## src/rtl/usb_ep_pkg.sv

```systemverilog
// Shared types and constants for the USB endpoint engine.
package usb_ep_pkg;

  typedef enum logic [2:0] {
    IDLE,
    IN_REQ,
    IN_FETCH,
    IN_SEND,
    OUT_DATA,
    OUT_DONE
  } ep_state_t;

  localparam logic [3:0] PID_OUT = 4'b0001;
  localparam logic [3:0] PID_IN  = 4'b1001;
  localparam logic [3:0] PID_ACK = 4'b0010;
  localparam logic [3:0] PID_NAK = 4'b1010;

  localparam int MAX_PKT_DEF = 64;

  function automatic logic [11:0] clip_len(input logic [11:0] len, input logic [11:0] max_len);
    return (len > max_len) ? max_len : len;
  endfunction

endpackage

```

## src/rtl/ep_byte_fifo.sv

```systemverilog
// Small byte FIFO with registered occupancy; full/empty never depend on same-cycle inputs.
// DEPTH must be a power of two so the pointers wrap naturally.
module ep_byte_fifo #(
  parameter int DEPTH = 8
) (
  input  logic       clk,
  input  logic       rst,
  input  logic       wr_en,
  input  logic [7:0] wr_dat,
  input  logic       rd_en,
  output logic [7:0] rd_dat,
  output logic       full,
  output logic       empty
);
  localparam int AW = $clog2(DEPTH);

  logic [7:0]    mem_q [DEPTH];
  logic [AW-1:0] wr_ptr_q, wr_ptr_d;
  logic [AW-1:0] rd_ptr_q, rd_ptr_d;
  logic [AW:0]   cnt_q, cnt_d;
  logic          do_wr, do_rd;

  assign full   = (cnt_q == (AW+1)'(DEPTH));
  assign empty  = (cnt_q == '0);
  assign do_wr  = wr_en && !full;
  assign do_rd  = rd_en && !empty;
  assign rd_dat = mem_q[rd_ptr_q];

  always_comb begin
    wr_ptr_d = wr_ptr_q;
    rd_ptr_d = rd_ptr_q;
    cnt_d    = cnt_q;
    if (do_wr) wr_ptr_d = wr_ptr_q + 1'b1;
    if (do_rd) rd_ptr_d = rd_ptr_q + 1'b1;
    if (do_wr && !do_rd) cnt_d = cnt_q + 1'b1;
    else if (!do_wr && do_rd) cnt_d = cnt_q - 1'b1;
  end

  always_ff @(posedge clk or posedge rst) begin
    if (rst) begin
      wr_ptr_q <= '0;
      rd_ptr_q <= '0;
      cnt_q    <= '0;
    end else begin
      wr_ptr_q <= wr_ptr_d;
      rd_ptr_q <= rd_ptr_d;
      cnt_q    <= cnt_d;
    end
  end

  always_ff @(posedge clk) begin
    if (do_wr) mem_q[wr_ptr_q] <= wr_dat;
  end

endmodule

```

## src/rtl/usb_ep_engine.sv

```systemverilog
// Endpoint transaction engine: token -> IN byte pump or OUT byte forwarder with ACK/NAK.
// Define USB_EP_OUT_FIFO_EN to place an 8-deep elastic buffer on the OUT path.
module usb_ep_engine
  import usb_ep_pkg::*;
#(
  parameter int          MAX_PKT = MAX_PKT_DEF,
  parameter logic [15:0] EP_MASK = 16'h0001
) (
  input  logic        clk,
  input  logic        rst,
  input  logic        tok_vld,
  input  logic        tok_in,
  input  logic [3:0]  tok_ep,
  output logic [3:0]  endpt,
  output logic        txact,
  output logic        txpop,
  input  logic        txval,
  input  logic        txcork,
  input  logic [7:0]  txdat,
  input  logic [11:0] txdat_len,
  output logic        pk_tx_vld,
  output logic [7:0]  pk_tx_dat,
  output logic        pk_tx_last,
  input  logic        pk_tx_rdy,
  output logic        pk_tx_zlp,
  output logic        pk_tx_nak,
  input  logic        pk_rx_vld,
  input  logic [7:0]  pk_rx_dat,
  input  logic        pk_rx_last,
  output logic        rxact,
  output logic        rxval,
  output logic [7:0]  rxdat,
  input  logic        rxrdy,
  output logic        pk_rx_ack,
  output logic        pk_rx_nak
);
  localparam logic [11:0] MAX_LEN = 12'(MAX_PKT);

  ep_state_t   state_q, state_d;
  logic [3:0]  endpt_q, endpt_d;
  logic [11:0] remain_q, remain_d;
  logic [11:0] cnt_q, cnt_d;
  logic        err_q, err_d;
  logic [7:0]  tx_dat_q, tx_dat_d;
  logic        tx_nak_q, tx_nak_d;
  logic        tx_zlp_q, tx_zlp_d;
  logic        rx_ack_q, rx_ack_d;
  logic        rx_nak_q, rx_nak_d;
  logic        over_len, rx_drop, out_drained, out_wr;
  logic        unused_txval;

  // Payload length comes from txcork/txdat_len alone; txval carries no flow control.
  assign unused_txval = txval;

  assign over_len = (cnt_q >= MAX_LEN);
  assign out_wr   = (state_q == OUT_DATA) && pk_rx_vld && !over_len;

`ifdef USB_EP_OUT_FIFO_EN
  logic       fifo_full, fifo_empty;
  logic [7:0] fifo_dat;

  ep_byte_fifo #(.DEPTH(8)) u_out_fifo (
    .clk    (clk),
    .rst    (rst),
    .wr_en  (out_wr),
    .wr_dat (pk_rx_dat),
    .rd_en  (rxval),
    .rd_dat (fifo_dat),
    .full   (fifo_full),
    .empty  (fifo_empty)
  );

  assign rxval       = !fifo_empty && rxrdy;
  assign rxdat       = fifo_empty ? 8'h00 : fifo_dat;
  assign rx_drop     = fifo_full;
  assign out_drained = fifo_empty;
`else
  logic       rxval_q, rxval_d;
  logic [7:0] rxdat_q, rxdat_d;

  // A byte the endpoint cannot take on arrival is lost; the packet gets NAKed.
  always_comb begin
    rxval_d = out_wr && rxrdy;
    rxdat_d = rxval_d ? pk_rx_dat : rxdat_q;
  end

  always_ff @(posedge clk or posedge rst) begin
    if (rst) begin
      rxval_q <= 1'b0;
      rxdat_q <= 8'h00;
    end else begin
      rxval_q <= rxval_d;
      rxdat_q <= rxdat_d;
    end
  end

  assign rxval       = rxval_q;
  assign rxdat       = rxdat_q;
  assign rx_drop     = !rxrdy;
  assign out_drained = 1'b1;
`endif

  always_comb begin
    state_d  = state_q;
    endpt_d  = endpt_q;
    remain_d = remain_q;
    cnt_d    = cnt_q;
    err_d    = err_q;
    tx_dat_d = tx_dat_q;
    tx_nak_d = 1'b0;
    tx_zlp_d = 1'b0;
    rx_ack_d = 1'b0;
    rx_nak_d = 1'b0;
    case (state_q)
      IDLE: begin
        if (tok_vld && EP_MASK[tok_ep]) begin
          endpt_d = tok_ep;
          cnt_d   = '0;
          err_d   = 1'b0;
          state_d = tok_in ? IN_REQ : OUT_DATA;
        end
      end
      IN_REQ: begin
        if (txcork) begin
          tx_nak_d = 1'b1;
          state_d  = IDLE;
        end else begin
          remain_d = clip_len(txdat_len, MAX_LEN);
          if (remain_d == '0) begin
            tx_zlp_d = 1'b1;
            state_d  = IDLE;
          end else begin
            state_d = IN_FETCH;
          end
        end
      end
      IN_FETCH: begin
        tx_dat_d = txdat;
        state_d  = IN_SEND;
      end
      IN_SEND: begin
        if (pk_tx_rdy) begin
          remain_d = remain_q - 12'd1;
          state_d  = (remain_q == 12'd1) ? IDLE : IN_FETCH;
        end
      end
      OUT_DATA: begin
        if (pk_rx_vld) begin
          if (cnt_q != 12'hFFF) cnt_d = cnt_q + 12'd1;
          if (over_len || rx_drop) err_d = 1'b1;
        end
        if (pk_rx_last) state_d = OUT_DONE;
      end
      OUT_DONE: begin
        if (out_drained) begin
          rx_ack_d = !err_q;
          rx_nak_d = err_q;
          err_d    = 1'b0;
          state_d  = IDLE;
        end
      end
      default: state_d = IDLE;
    endcase
  end

  always_ff @(posedge clk or posedge rst) begin
    if (rst) begin
      state_q  <= IDLE;
      endpt_q  <= '0;
      remain_q <= '0;
      cnt_q    <= '0;
      err_q    <= 1'b0;
      tx_dat_q <= '0;
      tx_nak_q <= 1'b0;
      tx_zlp_q <= 1'b0;
      rx_ack_q <= 1'b0;
      rx_nak_q <= 1'b0;
    end else begin
      state_q  <= state_d;
      endpt_q  <= endpt_d;
      remain_q <= remain_d;
      cnt_q    <= cnt_d;
      err_q    <= err_d;
      tx_dat_q <= tx_dat_d;
      tx_nak_q <= tx_nak_d;
      tx_zlp_q <= tx_zlp_d;
      rx_ack_q <= rx_ack_d;
      rx_nak_q <= rx_nak_d;
    end
  end

  assign endpt      = endpt_q;
  assign txact      = (state_q == IN_REQ) || (state_q == IN_FETCH) || (state_q == IN_SEND);
  assign pk_tx_vld  = (state_q == IN_SEND);
  assign pk_tx_last = pk_tx_vld && (remain_q == 12'd1);
  assign txpop      = pk_tx_vld && pk_tx_rdy;
  assign pk_tx_dat  = tx_dat_q;
  assign pk_tx_nak  = tx_nak_q;
  assign pk_tx_zlp  = tx_zlp_q;
  assign rxact      = (state_q == OUT_DATA) || (state_q == OUT_DONE);
  assign pk_rx_ack  = rx_ack_q;
  assign pk_rx_nak  = rx_nak_q;

endmodule

```

## config.mk

```make
export PLATFORM = sky130hd
export DESIGN_NAME = usb_ep_engine
export DESIGN_NICKNAME = d
export VERILOG_FILES = /design/src/rtl/usb_ep_pkg.sv /design/src/rtl/ep_byte_fifo.sv /design/src/rtl/usb_ep_engine.sv
export SDC_FILE = /design/constraint.sdc
export NUM_CORES = 1
export LEC_CHECK = 0
export ABC_CLOCK_PERIOD_IN_PS = 2800
export BUFFER_PORTS_ARGS = -buffer_cell sky130_fd_sc_hd__buf_2
export CAP_MARGIN = 20
export CORE_MARGIN = 3
export CORE_UTILIZATION = 40
export DETAILED_ROUTE_END_ITERATION = 8
export GPL_TIMING_DRIVEN = 0
export PLACE_DENSITY_LB_ADDON = 0.05
export SLEW_MARGIN = 15
export SYNTH_ARGS = -nofsm -noshare
export SYNTH_HDL_FRONTEND = slang
export SYNTH_SLANG_ARGS = --single-unit
```

## constraint.sdc

```tcl
create_clock -name clk -period 2.8 [get_ports clk]
set_input_delay 0.56 -clock clk [delete_from_list [all_inputs] [get_ports clk]]
set_output_delay 0.56 -clock clk [all_outputs]
set_load 0.02 [all_outputs]
```

==> run_results.csv <==
group,metric,value,unit
route,vias,2274,
final_layout,nFillCells,600,
worst_setup_path,startpoint_type,"register",
final_layout,regArea,1330,um2
flow_run,maxCapViolations,0,
clock_network,numCtsBuffers,5,
global_routing,grt_pass1_vias,2013,
power,finalPower,0.00250,W
clock_network,ctsHoldBuffers,0,
clock_network,insertion_delay,310,ps
global_routing,grt_use_total,16.1,%
synthesis,synthDistinctLibCells,60,
timing,fmax,0.394,GHz
final_layout,multiInputGateArea,1320,um2
synthesis,synth-seq-cells,53,
clock_network,cts_max_level,2,
timing,slew_violations,0,
route,wl,6130,um
synthesis,synthCells,258,
timing,skew,6.12,ps
synthesis,syn_area_per_cell,10.5,um2
worst_setup_path,cp_max_fo,10,
clock_network,cts_buffer_depth,2,
route,viasPerCell,5.49,
route,drc_errors,0,
worst_setup_path,crit_required,2240,ps
floorplan,start_util,41.9,%
synthesis,synth_top_area_share,49.0,%
synthesis,synthFlopType,"dfrtp_1",
final_layout,syn_to_final_growth,21.6,%
synthesis,synth_warnings,0,
floorplan,die_w,88.3,um
worst_setup_path,crit_arrival,1980,ps
route,routedWlPerCell,14.8,um
place,dp_slack,508,ps
worst_setup_path,critPathMaxStageDelay,450,ps
clock_network,cts_tree,"yes",
floorplan,chipHeight,88.3,um
global_routing,antenna_found_initial,0,
final_layout,final_nets,382,
final_layout,layout-drive-gt1-share,33.8,%
floorplan,rows,29,
synthesis,synth_area_leaders,"dfrtp_1 (49%), mux2_2 (6.7%), nand2_1 (2.9%)",
timing,worst_pin_slew,825,ps
synthesis,yosysTopAreaCell,"dfrtp_1",
power,power.density,758,nW/um2
timing,setup_tns,0,ps
place,globalplace.congestion,0.812,
worst_setup_path,slowest_stage,"dfrtp_1",
power,swShare,35.8,%
power,internal_power,0.00160,W
synthesis,syn_nets,304,
worst_setup_path,crit_chain,"buf_2, nor2b_2, nand2_1, inv_1, nand2_2, inv_1, buf_2",
synthesis,yosysMostFrequentCell,"dfrtp_1",
power,seqPwrFrac,42.5,%
timing,rsz0062_at_grt,"no",
place,dp_hpwl,4630,um
global_routing,grt_first_pass_wirelength,9800,um
power,leakage,1.55,nW
route,first_iter_violations,79,
global_routing,grt-ovfl-total,0,
synthesis,synth_common_cells,"dfrtp_1 (53), nand2_1 (21), mux2_2 (16), nor2_1 (16), o21ai_0 (12)",
worst_setup_path,end_kind,"primary output",
power,clkPwrFrac,21.8,%
power,p_switching,0.000893,W
floorplan,die_area,7790,um2
clock_network,clkTransAtPathRegs,100,ps
timing,fin_crit,2540,ps
floorplan,io_pins,72,
synthesis,synthArstFlopShare,100,%
outcome,status,"completed",
final_layout,diodes,0,
clock_network,cts-root-buf,"clkbuf_8",
clock_network,cts_sinks,53,
worst_hold_path,min_path_type,"input pin to async pin",
timing,max_slew_margin,44.6,%
global_routing,grt_start_max_net_pins,36,
synthesis,syn_area,2710,um2
timing,setup_ws,261,ps
timing,post-route-period-util,90.7,%
worst_setup_path,worstSetupPathType,"register to primary output",
route,drt_first_pass_iters,4,
clock_network,post_cts_buffers,0,
power,comb_power_share,35.7,%
synthesis,synth_edf_count,0,
route,ant_nets,0,
timing,setup_viol,0,
synthesis,seq_area_frac_synth,49.0,%
floorplan,core,6460,um2
power,ir_drop,418,uV
timing,timing.final.hold_violations,0,
place,port_buffers,70,
==> registers in the layout, indices dropped and copies added (netlist names) <==
| register | cells |
|---|---|
| rxdat | 8 |
| state_q | 3 |
| err_q | 1 |
| pk_tx_zlp | 1 |
| pk_tx_dat | 8 |
| remain_q | 12 |
| pk_rx_ack | 1 |
| endpt | 4 |
| pk_tx_nak | 1 |
| cnt_q | 12 |
| rxval | 1 |
| pk_rx_nak | 1 |
==> power by group through the flow <==
stage | clock (W) | combinational, W | sequential [W]
after global placement | 0 | 0.000883 | 0.00107
after CTS | 0.000565 | 0.000899 | 0.00106
after detailed placement | 0 | 0.000897 | 0.00108
final | 0.000545 | 0.000890 | 0.00106
after global routing | 0.000595 | 0.00100 | 0.00109
after floorplan | 0 | 0.000573 | 0.00113
==> cell usage in the layout (no fill, tap or decap), drive strengths merged, types with 2 or more instances in the layout <==
cell type,instances
inv,9
nor3,9
nor2b,8
o21ai,13
o211ai,3
a221o,5
nor4,6
nor4b,2
a21oi,8
nand2b,4
dfrtp,53
and3,4
buf,75
or2,2
o21a,3
nand4,5
and2,5
o311ai,2
ha,4
a211oi,2
or4b,2
mux2,16
or3,5
nand2,21
clkbuf,9
nor2,17
or4,5
nand3,10
o31ai,9
==> worst max-delay path: cells and delay by family (launching register included) <==
kind	cells	cell delay, ps
and+or+nand+nor	3	550
DFF	1	450
buffers and inverters	4	670
==> metrics by stage <==
| step | utilization (%) | cell area, um2 | cells | hold WS (ps) |
|---|---|---|---|---|
| floorplan | - | 2710 | 258 | 434 |
| global placement | 48.8 | 3150 | 405 | 477 |
| detailed placement | 49.1 | 3170 | 406 | 482 |
| CTS | 50.9 | 3290 | 414 | 248 |
| global route | 51.0 | 3290 | 414 | 270 |
| finish | 51.0 | 3290 | 414 | 233 |
==> worst paths after layout <==
check                             start           to  slack, ps  cells after the start
max                          state_q[2]        txpop        260                      7
min                                 rst  remain_q[8]        230                      2
max reg2reg                 remain_q[0]  remain_q[8]        700                      6
min reg2reg                       err_q    pk_rx_ack        490                      1
max in group asynchronous           rst     cnt_q[0]       2050                      3
min in group clk           pk_rx_dat[4]     rxdat[4]        480                      2
==> final cells by class <==
type,instances,share of cell area (%)
Sequential cell,53,40.3
Multi-Input combinational cell,190,40.2
Timing Repair Buffer,71,11.2
Tap cell,77,2.93
Clock buffer,7,2.62
Inverter,9,1.03
Clock inverter,1,0.912
Buffer,6,0.836
==> repair_timing <==
item | CTS | global route
hold endpoints to repair | 0 | 0
endpoints found under the setup margin | 0 | 1
gates resized for setup | 0 | 1
==> cell families (layout without fill, tap and decap cells) <==
group	Yosys count	in the layout	synth area share [%]
simple gates	113	113	24.5
flops	53	53	49.0
compound gates	55	55	15.1
mux	17	17	7.02
xor+xnor	1	1	0.324
buf+inv	15	94	2.26
fa+ha+maj	4	4	1.85
==> routing by layer <==
| metal | GRT usage (%) | wire, um |
|---|---|---|
| met3 | 3.45 | 316 |
| met2 | 24.4 | 2620 |
| met5 | 0 | 0 |
| met1 | 23.2 | 3130 |
| met4 | 4.67 | 63 |
Power figures use the tool's default switching activity.
